<file path="config.mk">
export PLATFORM = sky130hd
export DESIGN_NAME = byte_mem_seq
export DESIGN_NICKNAME = d
export VERILOG_FILES = /design/src/rtl/byte_mem_seq.sv
export SDC_FILE = /design/constraint.sdc
export NUM_CORES = 1
export LEC_CHECK = 0
export BUFFER_PORTS_ARGS = -buffer_cell sky130_fd_sc_hd__buf_4
export CAP_MARGIN = 15
export CORE_MARGIN = 2
export CORE_UTILIZATION = 61
export CTS_BUF_LIST = sky130_fd_sc_hd__clkbuf_8
export DETAILED_ROUTE_END_ITERATION = 8
export PLACE_DENSITY_LB_ADDON = 0.25
export SLEW_MARGIN = 25
export SYNTH_ARGS = -nofsm -noshare
export SYNTH_HDL_FRONTEND = slang
export SYNTH_SLANG_ARGS = --single-unit
</file>
<file path="constraint.sdc">
create_clock -name Clk -period 4.05 [get_ports Clk]
set_input_delay 0.2025 -clock Clk [delete_from_list [all_inputs] [get_ports Clk]]
set_output_delay 0.2025 -clock Clk [all_outputs]
set_load 0.03 [all_outputs]
</file>
<file path="src/rtl/byte_mem_seq.sv">
// Byte-serial sequencer: turns one multi-byte big-endian load/store into byte accesses on a byte-wide RAM.
// Optional define BYTE_MEM_SEQ_BOUND_CHK_EN adds rsp_err and rejects requests that run past the top address.
module byte_mem_seq #(
    parameter int ADDR_W     = 16,
    parameter int WORD_BYTES = 4,
    parameter int RD_LAT     = 1
) (
    input  logic                    Clk,
    input  logic                    Reset,
    input  logic                    req_valid,
    output logic                    req_ready,
    input  logic                    req_write,
    input  logic [3:0]              req_nbytes,
    input  logic [ADDR_W-1:0]       req_addr,
    input  logic [8*WORD_BYTES-1:0] req_wdata,
    output logic                    rsp_valid,
    output logic [8*WORD_BYTES-1:0] rsp_rdata,
    output logic                    busy,
    output logic [ADDR_W-1:0]       mem_addr,
    output logic                    mem_we,
    output logic [7:0]              mem_din,
    input  logic [7:0]              mem_dout
`ifdef BYTE_MEM_SEQ_BOUND_CHK_EN
    ,
    output logic                    rsp_err
`endif
);

    typedef enum logic [2:0] {IDLE, RD_ISSUE, RD_DRAIN, WR, RESP} state_t;

    state_t                  state;
    logic [3:0]              n_reg;
    logic [4:0]              cyc;
    logic [8*WORD_BYTES-1:0] acc;
    logic [8*WORD_BYTES-1:0] wbuf;

    logic [3:0]              eff_n;
    logic                    accept;
    logic [8*WORD_BYTES-1:0] wshift;
    logic [8*WORD_BYTES-1:0] acc_next;
    logic [4:0]              first_cap;
    logic [4:0]              last_cap;
    logic [4:0]              last_idx;

    assign eff_n  = (req_nbytes == 4'd0 || req_nbytes > 4'(WORD_BYTES)) ? 4'(WORD_BYTES) : req_nbytes;
    assign accept = req_valid && req_ready;

    // Store data is left-aligned so the first (most significant) byte always sits at the top.
    assign wshift    = req_wdata << (8 * (WORD_BYTES - int'(eff_n)));
    assign acc_next  = (acc << 8) | (8*WORD_BYTES)'(mem_dout);
    assign first_cap = 5'(RD_LAT);
    assign last_cap  = 5'(n_reg) + 5'(RD_LAT) - 5'd1;
    assign last_idx  = 5'(n_reg) - 5'd1;

`ifdef BYTE_MEM_SEQ_BOUND_CHK_EN
    logic [ADDR_W:0] end_addr;
    logic            out_of_range;

    assign end_addr     = {1'b0, req_addr} + (ADDR_W+1)'(eff_n) - (ADDR_W+1)'(1);
    assign out_of_range = end_addr[ADDR_W];
`endif

    // cyc counts edges since acceptance; read byte i is captured when cyc == i + RD_LAT.
    always_ff @(posedge Clk) begin
        if (Reset) begin
            state     <= IDLE;
            req_ready <= 1'b1;
            busy      <= 1'b0;
            rsp_valid <= 1'b0;
            rsp_rdata <= '0;
            mem_we    <= 1'b0;
            mem_addr  <= '0;
            mem_din   <= '0;
            n_reg     <= '0;
            cyc       <= '0;
            acc       <= '0;
            wbuf      <= '0;
`ifdef BYTE_MEM_SEQ_BOUND_CHK_EN
            rsp_err   <= 1'b0;
`endif
        end else begin
            rsp_valid <= 1'b0;
`ifdef BYTE_MEM_SEQ_BOUND_CHK_EN
            rsp_err   <= 1'b0;
`endif
            if (accept) begin
                n_reg <= eff_n;
                cyc   <= '0;
                acc   <= '0;
`ifdef BYTE_MEM_SEQ_BOUND_CHK_EN
                if (out_of_range) begin
                    state     <= RESP;
                    rsp_valid <= 1'b1;
                    rsp_err   <= 1'b1;
                end else
`endif
                begin
                    req_ready <= 1'b0;
                    busy      <= 1'b1;
                    mem_addr  <= req_addr;
                    if (req_write) begin
                        state   <= WR;
                        mem_we  <= 1'b1;
                        mem_din <= wshift[8*WORD_BYTES-1 -: 8];
                        wbuf    <= wshift << 8;
                    end else begin
                        state <= RD_ISSUE;
                    end
                end
            end else begin
                case (state)
                    RD_ISSUE, RD_DRAIN: begin
                        cyc <= cyc + 5'd1;
                        if (state == RD_ISSUE) begin
                            if (cyc == last_idx)
                                state <= RD_DRAIN;
                            else
                                mem_addr <= mem_addr + ADDR_W'(1);
                        end
                        if (cyc >= first_cap)
                            acc <= acc_next;
                        if (cyc == last_cap) begin
                            state     <= RESP;
                            rsp_rdata <= acc_next;
                            rsp_valid <= 1'b1;
                            req_ready <= 1'b1;
                            busy      <= 1'b0;
                        end
                    end
                    WR: begin
                        cyc <= cyc + 5'd1;
                        if (cyc == last_idx) begin
                            mem_we    <= 1'b0;
                            state     <= RESP;
                            rsp_valid <= 1'b1;
                            req_ready <= 1'b1;
                            busy      <= 1'b0;
                        end else begin
                            mem_addr <= mem_addr + ADDR_W'(1);
                            mem_din  <= wbuf[8*WORD_BYTES-1 -: 8];
                            wbuf     <= wbuf << 8;
                        end
                    end
                    RESP:    state <= IDLE;
                    default: state <= IDLE;
                endcase
            end
        end
    end

endmodule
</file>
==> qor.yml, run 1 <==
outcome: "complete, no violations"
filler_cell_count: 660
cp_top_family: "compound AO/OA/AOI/OAI gates"
portBuffers: 123
relSlewSlack_pct: 31.59
worst_slew_pin_slew_ns: 1.024
cts-root-buf: "clkbuf_8"
gp_congestion: 0.8972
drt-total-wl_um: 15090
yosys_warnings: 0
crit_path_start_kind: "flop"
cts_buffers: 17
cpPeakStageDelay_ns: 0.51
syn-cell-area_um2: 5693
cts_tree: "done"
peakVddDrop_mv: 0.2996
dr.pass1.iters: 5
yosysTopAreaCell: "dfxtp_1"
synth_area_leaders: "dfxtp_1 (42%), mux2i_1 (13%), nor2_1 (7.6%), a221oi_1 (2.6%), nand2_1 (2.0%)"
syn_nets: 701
die_area_um2: 10120
avgRoutedWirePerCell_um: 17.59
tns_ns: 0
area_growth_syn_to_layout_pct: 24.02
syn_area_per_cell_um2: 9.008
max-cap-violations: 0
ant_nets: 0
crit_buf_inv: 2
synth_cell_type_count: 55
dr.first_iter.drc_count: 286
setup_viol: 0
grt_max_degree: 91
dieWidth_um: 100.6
vias: 5296
p_per_area_nw_per_um2: 431.4
largest_register_ffs: 32
grt_pass1_vias: 5109
cts_buffer_depth: 2
fin_skew_ns: 0.01659
diodes: 0
gr-total-overflow: 0
ys_seq_area_share_pct: 42.20
synth_edf_count: 0
slowest_stage: "nand2_1"
async_flop_share_pct: 0
synth_top_area_share_pct: 42.20
synth_flop_cell: "dfxtp_1"
grt_use_met1_pct: 37.65
postCtsSetupRepairBufs: 0
ctsHtreeMaxLevel: 4
clock.fmax_mhz: 390.5
endpoint_kind: "flop"
arrival_ns: 2.87
synthCells: 632
num_rows: 35
start_util_pct: 62.20
critPathRequiredTime_ns: 4.36
core_um2: 9153
grt_busiest_layer: "met2"
track_usage_pct: 30.01
power.leakage_nw: 2.710
use_met2_pct: 48.46
top_register: "rsp_rdata"
period_needed_ns: 2.561
grt_util_met3_pct: 7.767
viasPerCell: 6.172
grt_pass1_wl_um: 24270
drive_above_1_share_pct: 23.29
crit_chain: "inv_1, ha_1, xor2_1, nor3_1, o311ai_2, buf_4, nand2_1, a221o_1"
crit_type: "flop to flop"
rsz0062_at_grt: "false"
antenna_found_initial: 0
hold_violations: 0
hp-class: "input port to flop"
place_hpwl_um: 9987
clk-insertion-delay-late_ns: 0.43
reg.largest.list: "rsp_rdata x32, acc x24, wbuf x24"
maxSlewViolCount: 0
clkSlewWorstSetupHoldPaths_ns: 0.08
cp_max_fo: 22
drcViolationCount: 0
num_io_pins: 124
synth_seq_cells: 120
finish.utilization_pct: 77.14
final_nets: 803
clkSinkCount: 120
die_h_um: 100.6
fin_crit_sh_pct: 63.23
postCtsResizedCells: 0
[placed cells by master (no fill, tap or decap), types with 11 or more instances in the layout]
master    Yosys  layout
a311oi_1     11      11
o21ai_0      12      12
dfxtp_1     120     120
nand2_1      31      31
nor2_1      115     115
clkbuf_8      0      18
mux2i_1      72      72
buf_4         4     131
nor3_1       11      11
inv_1        14      14
nand3_1      11      11
a221oi_1     17      17
[power by group]
| part | leakage [nW] | internal (mW) | switching [mW] |
|---|---|---|---|
| clock network | 0.221 | 0.643 | 0.534 |
| logic | 1.51 | 0.232 | 0.337 |
| registers | 0.976 | 1.24 | 0.0580 |
| total | 2.71 | 2.12 | 0.929 |
[per-stage QoR]
stage,power [mW],cells,instance area [µm²],hold slack (ns),setup WS (ns)
finish,3.046,858,7061,0.01765,1.489
global route,3.167,858,7061,0.01073,1.233
CTS,3.055,858,7061,0.0001339,1.509
detailed placement,1.886,824,6608,0.4556,1.209
global placement,1.870,824,6608,0.4457,1.317
floorplan,1.692,632,5693,0.3280,1.520
[routing by layer]
metal  vias to the layer above  wire [µm]
met2                       232       7325
li1                       2513          -
met4                         0        372
met5                         -          0
met3                        31       1106
met1                      2520       6288
[worst min-delay path, stage by stage]
cell and delay [ns]:
buf_4 0.08, mux2i_1 0.06, nor2_1 0.07
[cells by family after synthesis]
group	after synthesis	synth area share, %
compound gates	124	17.12
flops	120	42.20
xor+xnor	13	2.000
mux	73	12.86
simple gates	233	19.65
buf+inv	64	5.077
fa+ha+maj	5	1.099
[synth_stat cells (all sizes together), types with 2 or more instances]
cell type	number
dfxtp	120
nor2	115
mux2i	72
nand2	31
clkbuf	29
buf	21
a221oi	17
inv	14
o21ai	13
a21oi	11
a311oi	11
and2	11
nand3	11
nor3	11
nor4	10
nand2b	9
o22ai	9
a211o	8
a22o	8
a32oi	8
a211oi	7
and4	7
o31ai	7
xor2	7
o221ai	6
or4	6
xnor2	6
a21boi	5
ha	5
or3	5
a22oi	4
and3	4
nand4	4
a2111oi	3
nor2b	3
nor3b	2
[worst paths after layout]
| check | slack (ns) | cells after the start | to | start |
|---|---|---|---|---|
| hold reg to reg | 0.48 | 1 | wbuf[11] | wbuf[11] |
| hold / removal | 0.02 | 3 | rsp_rdata[2] | mem_dout[2] |
| setup / recovery | 1.49 | 8 | req_ready | n_reg[0] |
| setup reg to reg | 1.49 | 8 | req_ready | n_reg[0] |
[timing repair]
action	CTS	global route
endpoints found under the setup margin	0	0
hold endpoints to repair	2	0
hold buffers	2	0
[final cells by class]
type                            instances  area, µm²  share of cell area, %
Timing Repair Buffer                  133       1003                  14.21
Sequential cell                       120       2402                  34.02
Inverter                               14      52.55                 0.7443
Tap cell                              111      138.9                  1.967
Multi-Input combinational cell        448       3030                  42.92
Clock inverter                         14      185.2                  2.623
Clock buffer                           18      247.7                  3.509
No activity file was read; power rests on OpenSTA's default activity.
==> run 2, diff against run 1 <==
- CORE_UTILIZATION: 61 -> 51
- clock period: 4.05 -> 2.2 ns (I/O delays scaled with it)
==> qor.yml, run 2 (same netlist as run 1, synthesis figures left out) <==
outcome: "complete, no violations"
arrival_ns: 2.53
crit_type: "flop to flop"
gp_congestion: 0.8703
power.leakage_nw: 3.002
grt_max_degree: 63
critPathRequiredTime_ns: 2.55
period_needed_ns: 2.179
fin_cells: 942
gr-total-overflow: 0
clkSinkCount: 120
num_io_pins: 124
grt_pass1_wl_um: 24830
fin_crit_sh_pct: 99.03
die_h_um: 109.7
maxSlewViolCount: 0
final_nets: 858
worst_slew_pin_slew_ns: 0.6764
portBuffers: 123
hold_end: "wbuf[20]"
r2r_cells: 7
min_from: "req_wdata[12]"
drive_above_1_share_pct: 26.31
cpPeakStageDelay_ns: 0.52
drcViolationCount: 0
p_per_area_nw_per_um2: 744.0
crit_path_start_kind: "flop"
ant_nets: 0
dr.pass1.iters: 5
avgRoutedWirePerCell_um: 16.88
crit_chain: "inv_1, ha_4, nand2b_1, a21oi_4, o311a_4, or4_1, a311oi_1"
cts-root-buf: "clkbuf_8"
worstSetupStartpoint: "n_reg[1]"
die_area_um2: 12020
clock.fmax_mhz: 459.0
cp_max_fo: 10
filler_cell_count: 781
cts_tree: "done"
dieWidth_um: 109.7
grt_pass1_vias: 5193
final_common_cell: "buf_4"
peakVddDrop_mv: 0.5731
largest_register_ffs: 32
layout_common_cells: "buf_4 (150), dfxtp_1 (119), nor2_1 (113)"
clk-insertion-delay-late_ns: 0.44
r2r-start: "n_reg[1]"
cts_buffer_depth: 2
numPlacedInstances: 873
endpoint_kind: "flop"
vias: 5440
power_mw: 5.783
track_usage_pct: 25.92
hold_depth: 3
viasPerCell: 5.775
slowest_stage: "or4_1"
area_growth_syn_to_layout_pct: 36.55
place_hpwl_um: 10290
antenna_found_initial: 0
relSlewSlack_pct: 54.52
drt-total-wl_um: 15900
dp_worst_setup_slack_ns: -0.007647
hold_ws_ns: 0.04186
max-cap-violations: 0
setup_viol: 0
finalWorstSetupSlack_ns: 0.02140
worst_r2r_endpoint: "mem_addr[8]"
r2r_slack_ns: 0.02
fin_skew_ns: 0.01457
top_register: "rsp_rdata"
ctsHtreeMaxLevel: 4
diodes: 0
start_util_pct: 52.29
hold_violations: 0
hp-class: "input port to flop"
reg.largest.list: "rsp_rdata x32, acc x24, wbuf x24"
cts_buffers: 17
rsz0062_at_grt: "true"
clkSlewWorstSetupHoldPaths_ns: 0.09
num_rows: 38
core_um2: 10890
dr.first_iter.drc_count: 411
-- run 2: cell count changes in the layout (fill, tap and decap cells not counted), sizes merged --
| cell | change |
|---|---|
| buf | +24 |
| clkbuf | -1 |
| clkinv | -2 |
| dlygate4sd3 | +30 |
| inv | +3 |
| o311a | +1 |
-- run 2: final cells by class --
| cell class | count | area (µm²) | share of cell area, % |
|---|---|---|---|
| repair buffers | 187 | 1546 | 19.89 |
| multi-input cells | 449 | 3161 | 40.66 |
| well taps | 140 | 175.2 | 2.253 |
| flip-flops and latches | 120 | 2404 | 30.92 |
| clock buffers | 17 | 234.0 | 3.010 |
| inverters | 14 | 52.55 | 0.6760 |
| clock inverters | 15 | 201.4 | 2.591 |
-- run 2: through the flow --
| stage | cell area [µm²] | TNS [ns] | utilization, % |
|---|---|---|---|
| floorplan | 5725 | 0 | - |
| global placement | 6880 | 0 | 63.19 |
| detailed placement | 6880 | -0.007647 | 63.19 |
| CTS | 7636 | 0 | 70.13 |
| global route | 7774 | -0.2598 | 71.40 |
| finish | 7774 | 0 | 71.40 |
-- run 2: per-layer routing --
layer	GRT usage (%)	routed length [µm]	vias up
met4	8.318	166	0
met3	6.817	1270	16
met1	34.02	6845	2567
met2	41.62	7621	229
met5	0	0	-
li1	-	-	2628
-- run 2: power by group --
| group | switching [mW] | internal (mW) |
|---|---|---|
| combinational | 0.662 | 0.519 |
| sequential | 0.103 | 2.29 |
| clock | 1.04 | 1.17 |
-- run 2: worst max-delay path by stage --
stage	endpoint	slack, ns	depth (start not counted)
floorplan	mem_din[6]	0.02	10
global placement	wbuf[19]	0.1	7
detailed placement	mem_addr[8]	-0.008	7
CTS	mem_addr[8]	0.004	7
global route	wbuf[17]	-0.11	8
finish	mem_addr[8]	0.02	7
-- run 2: worst max-delay path, delay by kind of cell (launching register included) --
family                   cells  cell delay (ns)
AO/OA/AOI/OAI                3             0.81
adder cells (fa/ha/maj)      1             0.18
buffers and inverters        1             0.10
flip-flops                   1             0.32
AND/OR/NAND/NOR              2             0.68
-- run 2: what timing repair did --
action	CTS	global route
setup endpoints to repair	0	41
hold buffers	32	0
gates resized for setup	0	18
hold endpoints to repair	40	0
setup buffers	0	4
